`config.mk`:
```
export PLATFORM = sky130hd
export DESIGN_NAME = mx_int_block_encoder
export DESIGN_NICKNAME = d
export VERILOG_FILES = /design/src/rtl/mx_int_block_encoder.sv
export SDC_FILE = /design/constraint.sdc
export NUM_CORES = 1
export LEC_CHECK = 0
export ABC_CLOCK_PERIOD_IN_PS = 11160
export CORE_MARGIN = 4
export CORE_UTILIZATION = 50
export CTS_BUF_LIST = sky130_fd_sc_hd__clkbuf_4 sky130_fd_sc_hd__clkbuf_8
export DETAILED_ROUTE_END_ITERATION = 8
export MAX_ROUTING_LAYER = met4
export PLACE_DENSITY = 0.77
export SLEW_MARGIN = 5
export SYNTH_ARGS = -nofsm -noshare
export SYNTH_HDL_FRONTEND = slang
export SYNTH_SLANG_ARGS = --single-unit
export TNS_END_PERCENT = 100
```
`constraint.sdc`:
```
create_clock -name i_clk -period 11.16 [get_ports i_clk]
set_clock_uncertainty 0.15 [all_clocks]
set_input_delay 1.116 -clock i_clk [delete_from_list [all_inputs] [get_ports i_clk]]
set_output_delay 1.116 -clock i_clk [all_outputs]
set_load 0.02 [all_outputs]
```
`src/rtl/mx_int_block_encoder.sv`:
```
// Streaming MX-INT block encoder: gathers k wide signed beats, finds the smallest shift that
// fits the widest element into bit_width bits, and emits the shifted block with a shared exponent.
module mx_int_block_encoder #(
    parameter int k           = 2,
    parameter int in_width    = 16,
    parameter int bit_width   = 8,
    parameter int scale_width = 8
) (
    input  logic                                i_clk,
    input  logic                                i_rst_n,
    input  logic                                i_valid,
    output logic                                o_ready,
    input  logic signed [in_width-1:0]          i_data,
    input  logic        [scale_width-1:0]       i_scale,
    input  logic                                i_last,
    output logic                                o_valid,
    input  logic                                i_ready,
    output logic        [k-1:0][bit_width-1:0]  o_data,
    output logic        [scale_width-1:0]       o_scale,
    output logic                                o_last,
    output logic                                o_sat
);

    localparam int cnt_w     = (k > 1) ? $clog2(k) : 1;
    localparam int shift_max = in_width - bit_width;
    localparam int sh_w      = $clog2(shift_max + 1);

    typedef enum logic [1:0] {
        FILL,
        CALC,
        SEND
    } state_t;

    state_t                         state;
    logic        [cnt_w-1:0]        cnt;
    logic signed [in_width-1:0]     slots [k];
    logic        [scale_width-1:0]  scale_q;
    logic                           last_q;

    logic        [sh_w-1:0]         shift_amt;
    logic signed [in_width-1:0]     shifted [k];
    logic        [scale_width:0]    scale_sum;

    // Minimum two's-complement width: one sign bit plus the highest bit that differs from it.
    function automatic int min_width(input logic [in_width-1:0] x);
        logic [in_width-1:0] mag;
        int                  w;
        mag = x[in_width-1] ? ~x : x;
        w   = 1;
        for (int b = 0; b < in_width - 1; b++) begin
            if (mag[b]) w = b + 2;
        end
        return w;
    endfunction

    // NOTE: every variable driven here gets a default first so no latch is inferred.
    always_comb begin
        int max_w;
        max_w = 1;
        for (int i = 0; i < k; i++) begin
            if (min_width(slots[i]) > max_w) max_w = min_width(slots[i]);
        end
        shift_amt = (max_w > bit_width) ? sh_w'(max_w - bit_width) : '0;
        for (int i = 0; i < k; i++) begin
            shifted[i] = slots[i] >>> shift_amt;
        end
        scale_sum = {1'b0, scale_q} + (scale_width + 1)'(shift_amt);
    end

    // NOTE: the slot array has no reset; the first beat of every block zeroes all slots,
    // so stale or power-up contents can never reach the output.
    always_ff @(posedge i_clk or negedge i_rst_n) begin
        if (!i_rst_n) begin
            state   <= FILL;
            cnt     <= '0;
            scale_q <= '0;
            last_q  <= 1'b0;
            o_ready <= 1'b0;
            o_valid <= 1'b0;
            o_data  <= '0;
            o_scale <= '0;
            o_last  <= 1'b0;
            o_sat   <= 1'b0;
        end else begin
            // NOTE: non-blocking assignments throughout, so all state updates use pre-edge values.
            case (state)
                FILL: begin
                    o_ready <= 1'b1;
                    if (i_valid && o_ready) begin
                        if (cnt == '0) begin
                            for (int i = 0; i < k; i++) slots[i] <= '0;
                            scale_q <= i_scale;
                        end
                        slots[cnt] <= i_data;
                        last_q     <= i_last;
                        if (cnt == cnt_w'(k - 1) || i_last) begin
                            state   <= CALC;
                            o_ready <= 1'b0;
                            cnt     <= '0;
                        end else begin
                            cnt <= cnt + 1'b1;
                        end
                    end
                end
                CALC: begin
                    for (int i = 0; i < k; i++) begin
                        o_data[i] <= shifted[i][bit_width-1:0];
                    end
                    o_sat   <= scale_sum[scale_width];
                    o_scale <= scale_sum[scale_width] ? '1 : scale_sum[scale_width-1:0];
                    o_last  <= last_q;
                    o_valid <= 1'b1;
                    state   <= SEND;
                end
                SEND: begin
                    if (i_ready) begin
                        o_valid <= 1'b0;
                        o_ready <= 1'b1;
                        cnt     <= '0;
                        state   <= FILL;
                    end
                end
                default: begin
                    state   <= FILL;
                    o_ready <= 1'b0;
                    o_valid <= 1'b0;
                    cnt     <= '0;
                end
            endcase
        end
    end

endmodule

```
==> impl_results.md, run 1 <==
* Outcome: complete, no violations
* Unrepaired setup endpoints after global routing: false
* Mean Syn Cell Area at 9.85 um^2
* Yosys reg bits at 72
* Fmax at 167 MHz
* Crit path launch type: flip-flop
* Max Cap Viol at 0
* Setup crit end kind: flip-flop
* FP Rows at 36
* Post-Synthesis Cells at 515
* Number of flops mapped to enable cells by yosys at 32
* Final HPWL DP at 9500 um
* Sequence of cells on the critical path: or3_1, o32a_1, a211oi_1, o21ai_1, ha_1, nand4_1, mux2i_1, a21oi_1, nand4_1, o22ai_2, nand2b_4, inv_4, ha_1, fa_1, a21o_1, a21o_1, nand3_1, nor2_1, mux2_2, o21ai_0
* Worst hold path type: flip-flop to flip-flop
* First-pass GRT wire length at 21000 um
* Ys flop type: dfrtp_1
* Worst setup path class: flip-flop to flip-flop
* Multi-input gate area at 2830 um^2
* WP data required at 11290 ps
* Residual DRC at 0
* Setup TNS at 0 ps
* Final setup violation count at 0
* # port buffers at 56
* Max VDD drop at 178 uV
* Final setup margin at 5170 ps
* Netlist Area Pre-Place at 5070 um^2
* Max Slew Vio Count at 0
* Fillers at 867
* Final WL at 12700 um
* Final Power at 1.72 mW
* Top delay family on crit path: compound AO/OA/AOI/OAI gates
* Core footprint at 9820 um^2
* Buffers and inverters on the worst path at 1
* Initial DRC Count at 389
* Seq/Total Area, Yosys at 0.387
* Slowest stage cell, crit path: edfxtp_1
* Nets at 592
* Syn Nets at 555
* Yosys synthesis warning count at 0
* CTS tree: done
* Total gr overflow at 0
* Hold Vio Cnt, Final at 0
* Post-synth cell types at 74
* Clock Path Buffers at 2
* Die ar. at 11800 um^2
* Wire per inst at 18.4 um
* Post-route ant nets at 0
* Via count at 4180
* Share of layout cells above drive strength 1 at 0.118
* Cts repair resizes at 0
* Register Area at 1960 um^2
* CTS Sinks at 72
* Post CTS Setup Buffer Count at 0
* Clk Latency, worst-skew pair at 350 ps
* CTS root buffer: clkbuf_8
* Largest net degree at the start of global routing at 60
* Worst EP arrival at 6120 ps
* CTS Buf Count at 9
* Die X at 109 um
* Initial antenna violation count at 0
* Relative slew slack at 0.488
* Ant. Diodes at 0
* Pwr/cell area at 296 nW/um^2
* H-tree levels at 3
* Pre-CTS WS at 5240 ps
* Total track usage at 0.233
* Crit-path max FO at 32
* Placed insts at 674
* Non-filler cells, final at 690
* Area Overhead vs Synth at 14.5%
* Vias in the first global route at 4092
* CTS Hold Bufs at 0
* Die Y at 109 um
* Final Critical Period at 5990 ps
* Starting Density at 0.517
* Worst slew pin tran at 768 ps
* Leakage at 2.33 nW
* CP max stage delay at 690 ps
* Post-synth ARST share at 0.556
* # IOs at 57
* Period utilization at 0.537
* Vias per inst at 6.06
* Clk slew on worst S/H paths at 80 ps
* Final GP Congestion at 0.916
* TritonRoute pass-1 iters at 5
## final cells by class
| class | count | share of cell area |
|---|---|---|
| multi-input combinational | 400 | 0.488 |
| sequential | 72 | 0.338 |
| timing repair buffer | 60 | 0.101 |
| tap | 133 | 0.0287 |
| clock buffer | 9 | 0.0213 |
| clock inverter | 7 | 0.0164 |
| inverter | 9 | 0.00668 |
## sequential cells by signal, indices dropped and copies added (netlist names)
name / flops
o_valid: 1
last_q: 1
o_ready: 1
o_last: 1
slots: 32
o_data: 16
cnt: 1
scale_q: 8
state: 2
o_sat: 1
o_scale: 8
## per-layer routing
layer | routed length, um | up-vias | track usage
met5 | 0 | - | -
met4 | 152 | 0 | 0.0604
met3 | 870 | 13 | 0.0397
met2 | 6080 | 139 | 0.364
met1 | 5600 | 2021 | 0.318
li1 | - | 2007 | -
## cells in the mapped netlist (3+ instances only)
cell type	number	area, um^2
mux2i_1	48	480
o32a_1	3	30.0
dfrtp_1	40	1000
clkbuf_1	14	52.6
a221oi_1	3	26.3
mux2_2	19	214
or3_1	6	37.5
nand2_1	44	165
a21oi_1	16	80.1
nand4_1	4	25.0
xor2_1	3	26.3
o21ai_0	18	90.1
o22a_1	6	52.6
nor2b_1	9	56.3
and3_1	20	125
a22oi_1	6	45.0
ha_1	10	125
o21a_1	7	52.6
nand2b_1	6	37.5
a221oi_2	3	45.0
buf_2	5	25.0
a21o_1	3	22.5
and2_1	20	125
a221o_1	3	30.0
o211ai_1	3	22.5
buf_6	12	135
o22ai_1	12	75.1
nand3_1	19	95.1
edfxtp_1	32	961
nor4_1	5	31.3
nor2_1	30	113
a31oi_1	4	25.0
nor3_1	20	100
inv_1	6	22.5
o21ai_1	5	25.0
a211oi_1	4	30.0
## logic make-up after synthesis
family / Yosys count / share of synthesized area
buffers and inverters: 43 / 0.0557
adders and majority gates: 11 / 0.0286
AOI/OAI and AO/OA: 116 / 0.166
muxes: 67 / 0.137
xor gates and xnor gates: 5 / 0.0101
DFF: 72 / 0.387
and+or+nand+nor: 201 / 0.216
## worst paths after layout
kind / start / to / slack (ps) / cells after the start
min in group asynchronous: i_rst_n / scale_q[4] / 720 / 2
worst max register to register: slots[0][15] / o_scale[6] / 5170 / 20
worst max-delay path: slots[0][15] / o_scale[6] / 5170 / 20
max in group asynchronous: i_rst_n / o_data[7] / 9720 / 2
worst min-delay path: o_valid / o_valid / 340 / 1
worst min register to register: o_valid / o_valid / 340 / 1
## through the flow
step / hold WS (ps) / util / instance area, um^2
CTS: 343 / 0.591 / 5810
floorplan: 285 / - / 5070
global route: 379 / 0.591 / 5810
global placement: 313 / 0.569 / 5590
detailed placement: 317 / 0.569 / 5590
finish: 339 / 0.591 / 5810
## power breakdown
part           switching (mW)  internal (mW)  leakage (nW)
Combinational           0.571          0.450          1.44
Sequential             0.0934          0.373         0.778
Clock                   0.106          0.126         0.110
## worst reg2reg max path, cell delays in order, from the launching register on
cell and delay [ps]:
edfxtp_1 690, or3_1 490, o32a_1 330, a211oi_1 190, o21ai_1 120, ha_1 330
nand4_1 130, mux2i_1 90, a21oi_1 420, nand4_1 170, o22ai_2 480, nand2b_4 570
inv_4 130, ha_1 240, fa_1 410, a21o_1 180, a21o_1 220, nand3_1 130
nor2_1 60, mux2_2 260, o21ai_0 130
## cells in the final DEF (no fill, tap or decap), types with 7 or more instances in the layout
cell,instances
mux2i_1,48
nor2b_1,9
nand3_1,19
edfxtp_1,32
and3_1,20
and2_1,20
ha_1,10
o21a_1,7
dfrtp_1,40
o22ai_1,12
clkdlybuf4s50_1,55
mux2_2,19
nor3_1,20
nor2_1,30
nand2_1,44
a21oi_1,16
o21ai_0,18
clkbuf_8,9
Power figures use the tool's default switching activity.
==> inputs of run 2 (changes only) <==
Settings changed: ABC_CLOCK_PERIOD_IN_PS 11160 to 5500, PLACE_DENSITY 0.77 to 0.8.
Clock period 11.16 ns to 5.5 ns, I/O delays scaled along.
==> impl_results.md, run 2 (synthesis gave the netlist of run 1 again) <==
* Final HPWL DP at 9420 um (was 9500 um)
* Most frequent cells in the layout: clkdlybuf4s50_1 (55), mux2i_1 (48), nand2_1 (44) (unchanged)
* GRT met3 Usage at 0.0314 (was 0.0397)
* CTS Sinks at 72 (unchanged)
* Final WL at 12400 um (was 12700 um)
* Max Cap Viol at 0 (unchanged)
* Total gr overflow at 0 (unchanged)
* CTS Hold Bufs at 0 (unchanged)
* First-pass GRT wire length at 20700 um (was 21000 um)
* Residual DRC at 0 (unchanged)
* Switching share of power at 0.441 (was 0.448)
* Layout Utilization at 0.598 (was 0.591)
* Starting Density at 0.517 (unchanged)
* Area Overhead vs Synth at 15.7% (was 14.5%)
* Pwr/cell area at 598 nW/um^2 (was 296 nW/um^2)
* Max VDD drop at 303 uV (was 178 uV)
* H-tree levels at 3 (unchanged)
* Combinational Power Share at 0.605 (was 0.594)
* Register Area at 1960 um^2 (unchanged)
* Fillers at 862 (was 867)
* Number of flip-flops in the largest register at 32 (unchanged)
* Power share of the sequential group at 0.268 (was 0.271)
* Clk slew on worst S/H paths at 80 ps (about the same)
* Clk pwr share at 0.126 (was 0.135)
* Crit-path max FO at 13 (was 32)
* Setup crit end kind: flip-flop (unchanged)
* Int Pwr at 1.96 mW (was 0.949 mW)
* Crit path launch type: flip-flop (unchanged)
* Multi-input gate area at 2830 um^2 (unchanged)
* Sequence of cells on the critical path: buf_4, or3_1, or3_1, and4b_1, ha_1, nand4_1, mux2i_1, a21oi_1, nand2_1, and3_1, or2_1, inv_4, ha_1, a21oi_1, nor2b_1, o21a_1, nand3_1, nor2_1, mux2_2, o21ai_0 (was or3_1, o32a_1, a211oi_1, o21ai_1, ha_1, nand4_1, mux2i_1, a21oi_1, nand4_1, o22ai_2, nand2b_4, inv_4, ha_1, fa_1, a21o_1, a21o_1, nand3_1, nor2_1, mux2_2, o21ai_0)
* Via count at 4183 (was 4180)
* CTS root buffer: clkbuf_8 (unchanged)
* Busiest layer in global routing: met2 (unchanged)
* TritonRoute pass-1 iters at 5 (unchanged)
* FP Rows at 36 (unchanged)
* Die Y at 109 um (unchanged)
* Cts repair resizes at 0 (unchanged)
* Fmax at 199 MHz (was 167 MHz)
* Largest net degree at the start of global routing at 60 (unchanged)
* WP data required at 5610 ps (was 11290 ps)
* # IOs at 57 (unchanged)
* Worst slew pin tran at 754 ps (was 768 ps)
* Post-route ant nets at 0 (unchanged)
* CP max stage delay at 580 ps (was 690 ps)
* CTS Buf Count at 9 (unchanged)
* Dpl cell area at 5650 um^2 (was 5590 um^2)
* Nets at 601 (was 592)
* Period utilization at 0.915 (was 0.537)
* Global routing usage on met1 at 0.311 (was 0.318)
* Worst EP arrival at 5150 ps (was 6120 ps)
* Final Critical Period at 5030 ps (was 5990 ps)
* # port buffers at 56 (unchanged)
* Final setup margin at 468 ps (was 5170 ps)
* Relative slew slack at 0.497 (was 0.488)
* Vias per inst at 5.98 (was 6.06)
* Most flops, register: slots (unchanged)
* Hold Vio Cnt, Final at 0 (unchanged)
* Vias in the first global route at 4168 (was 4092)
* Final GP Congestion at 0.935 (was 0.916)
* Slowest stage cell, crit path: edfxtp_1 (unchanged)
* Pre-CTS WS at 500 ps (was 5240 ps)
* Max Slew Vio Count at 0 (unchanged)
* Ant. Diodes at 0 (unchanged)
* Die ar. at 11800 um^2 (unchanged)
* Worst hold path type: primary input to async pin (was flip-flop to flip-flop)
* Initial antenna violation count at 0 (unchanged)
* Wire per inst at 17.8 um (was 18.4 um)
* Switching pwr at 1.55 mW (was 0.770 mW)
* Clock Path Buffers at 2 (unchanged)
* Final instance area at 5870 um^2 (was 5810 um^2)
* Die X at 109 um (unchanged)
* Setup TNS at 0 ps (unchanged)
* Clk Latency, worst-skew pair at 340 ps (was 350 ps)
* Final setup violation count at 0 (unchanged)
* Leakage at 2.37 nW (was 2.33 nW)
* Total track usage at 0.229 (was 0.233)
* CTS tree: done (unchanged)
* Worst setup path class: flip-flop to flip-flop (unchanged)
* Most common cell after layout, fill and taps aside: clkdlybuf4s50_1 (unchanged)
* Top Registers: slots (32), o_data (16) (unchanged)
* Core footprint at 9820 um^2 (unchanged)
* Share of layout cells above drive strength 1 at 0.133 (was 0.118)
* Met2 Use GR at 0.361 (was 0.364)
* Outcome: complete, no violations (unchanged)
* Initial DRC Count at 297 (was 389)
## run 2: changes by cell type in the layout (fill, tap and decap cells not counted), sizes merged
| cell | previous run | this run |
|---|---|---|
| clkbuf | 9 | 12 |
| inv | 9 | 8 |
| buf | 5 | 14 |
| clkinv | 4 | 3 |
| bufinv | 2 | 1 |
## run 2: worst max-delay path: cells and delay by family (launching register included)
kind	cells	cell delay, ps
DFF	1	580
buffers and inverters	2	350
adders and majority gates	2	540
muxes	2	330
and+or+nand+nor	10	2020
AOI/OAI and AO/OA	4	950
## run 2: metrics by stage
| step | power, mW | std cells | hold slack, ps |
|---|---|---|---|
| 6_report | 3.51 | 699 | 160 |
| 3_3_place_gp | 3.02 | 682 | 311 |
| 2_1_floorplan | 2.56 | 515 | 104 |
| 4_1_cts | 3.52 | 698 | 159 |
| 5_1_grt | 3.76 | 699 | 203 |
| 3_5_place_dp | 3.07 | 682 | 312 |
## run 2: final timing paths
| kind | cells past startpoint | slack [ps] | from | end |
|---|---|---|---|---|
| worst max-delay path | 20 | 470 | slots[1][15] | o_scale[7] |
| worst min-delay path | 2 | 160 | i_rst_n | o_scale[5] |
| worst max register to register | 20 | 470 | slots[1][15] | o_scale[7] |
| worst min register to register | 2 | 330 | last_q | o_last |
| max in group asynchronous | 2 | 4610 | i_rst_n | o_data[14] |
| min in group i_clk | 2 | 330 | last_q | o_last |
## run 2: layout make-up
type	count	share of cell area
repair buffers	69	0.111
clock buffers	12	0.0281
flip-flops and latches	72	0.334
clock inverters	4	0.00874
inverters	9	0.00661
multi-input cells	400	0.483
well taps	133	0.0283
## run 2: layer usage
| metal | part of all wire | wire length, um |
|---|---|---|
| met1 | 0.45 | 5580 |
| met2 | 0.49 | 6060 |
| met3 | 0.051 | 628 |
| met4 | 0.013 | 161 |
| met5 | 0 | 0 |
## run 2: power by group through the flow
| stage | combinational (mW) | sequential, mW | clock [mW] |
|---|---|---|---|
| floorplan | 1.57 | 0.991 | 0 |
| global placement | 2.07 | 0.946 | 0 |
| detailed placement | 2.11 | 0.954 | 0 |
| CTS | 2.12 | 0.943 | 0.456 |
| global route | 2.31 | 0.974 | 0.479 |
| finish | 2.13 | 0.941 | 0.444 |
## run 2: repair_timing
action / 4_1_cts / 5_1_grt
setup endpoints to repair: 0 / 1
hold endpoints to repair: 0 / 0
buffers inserted: 0 / 1
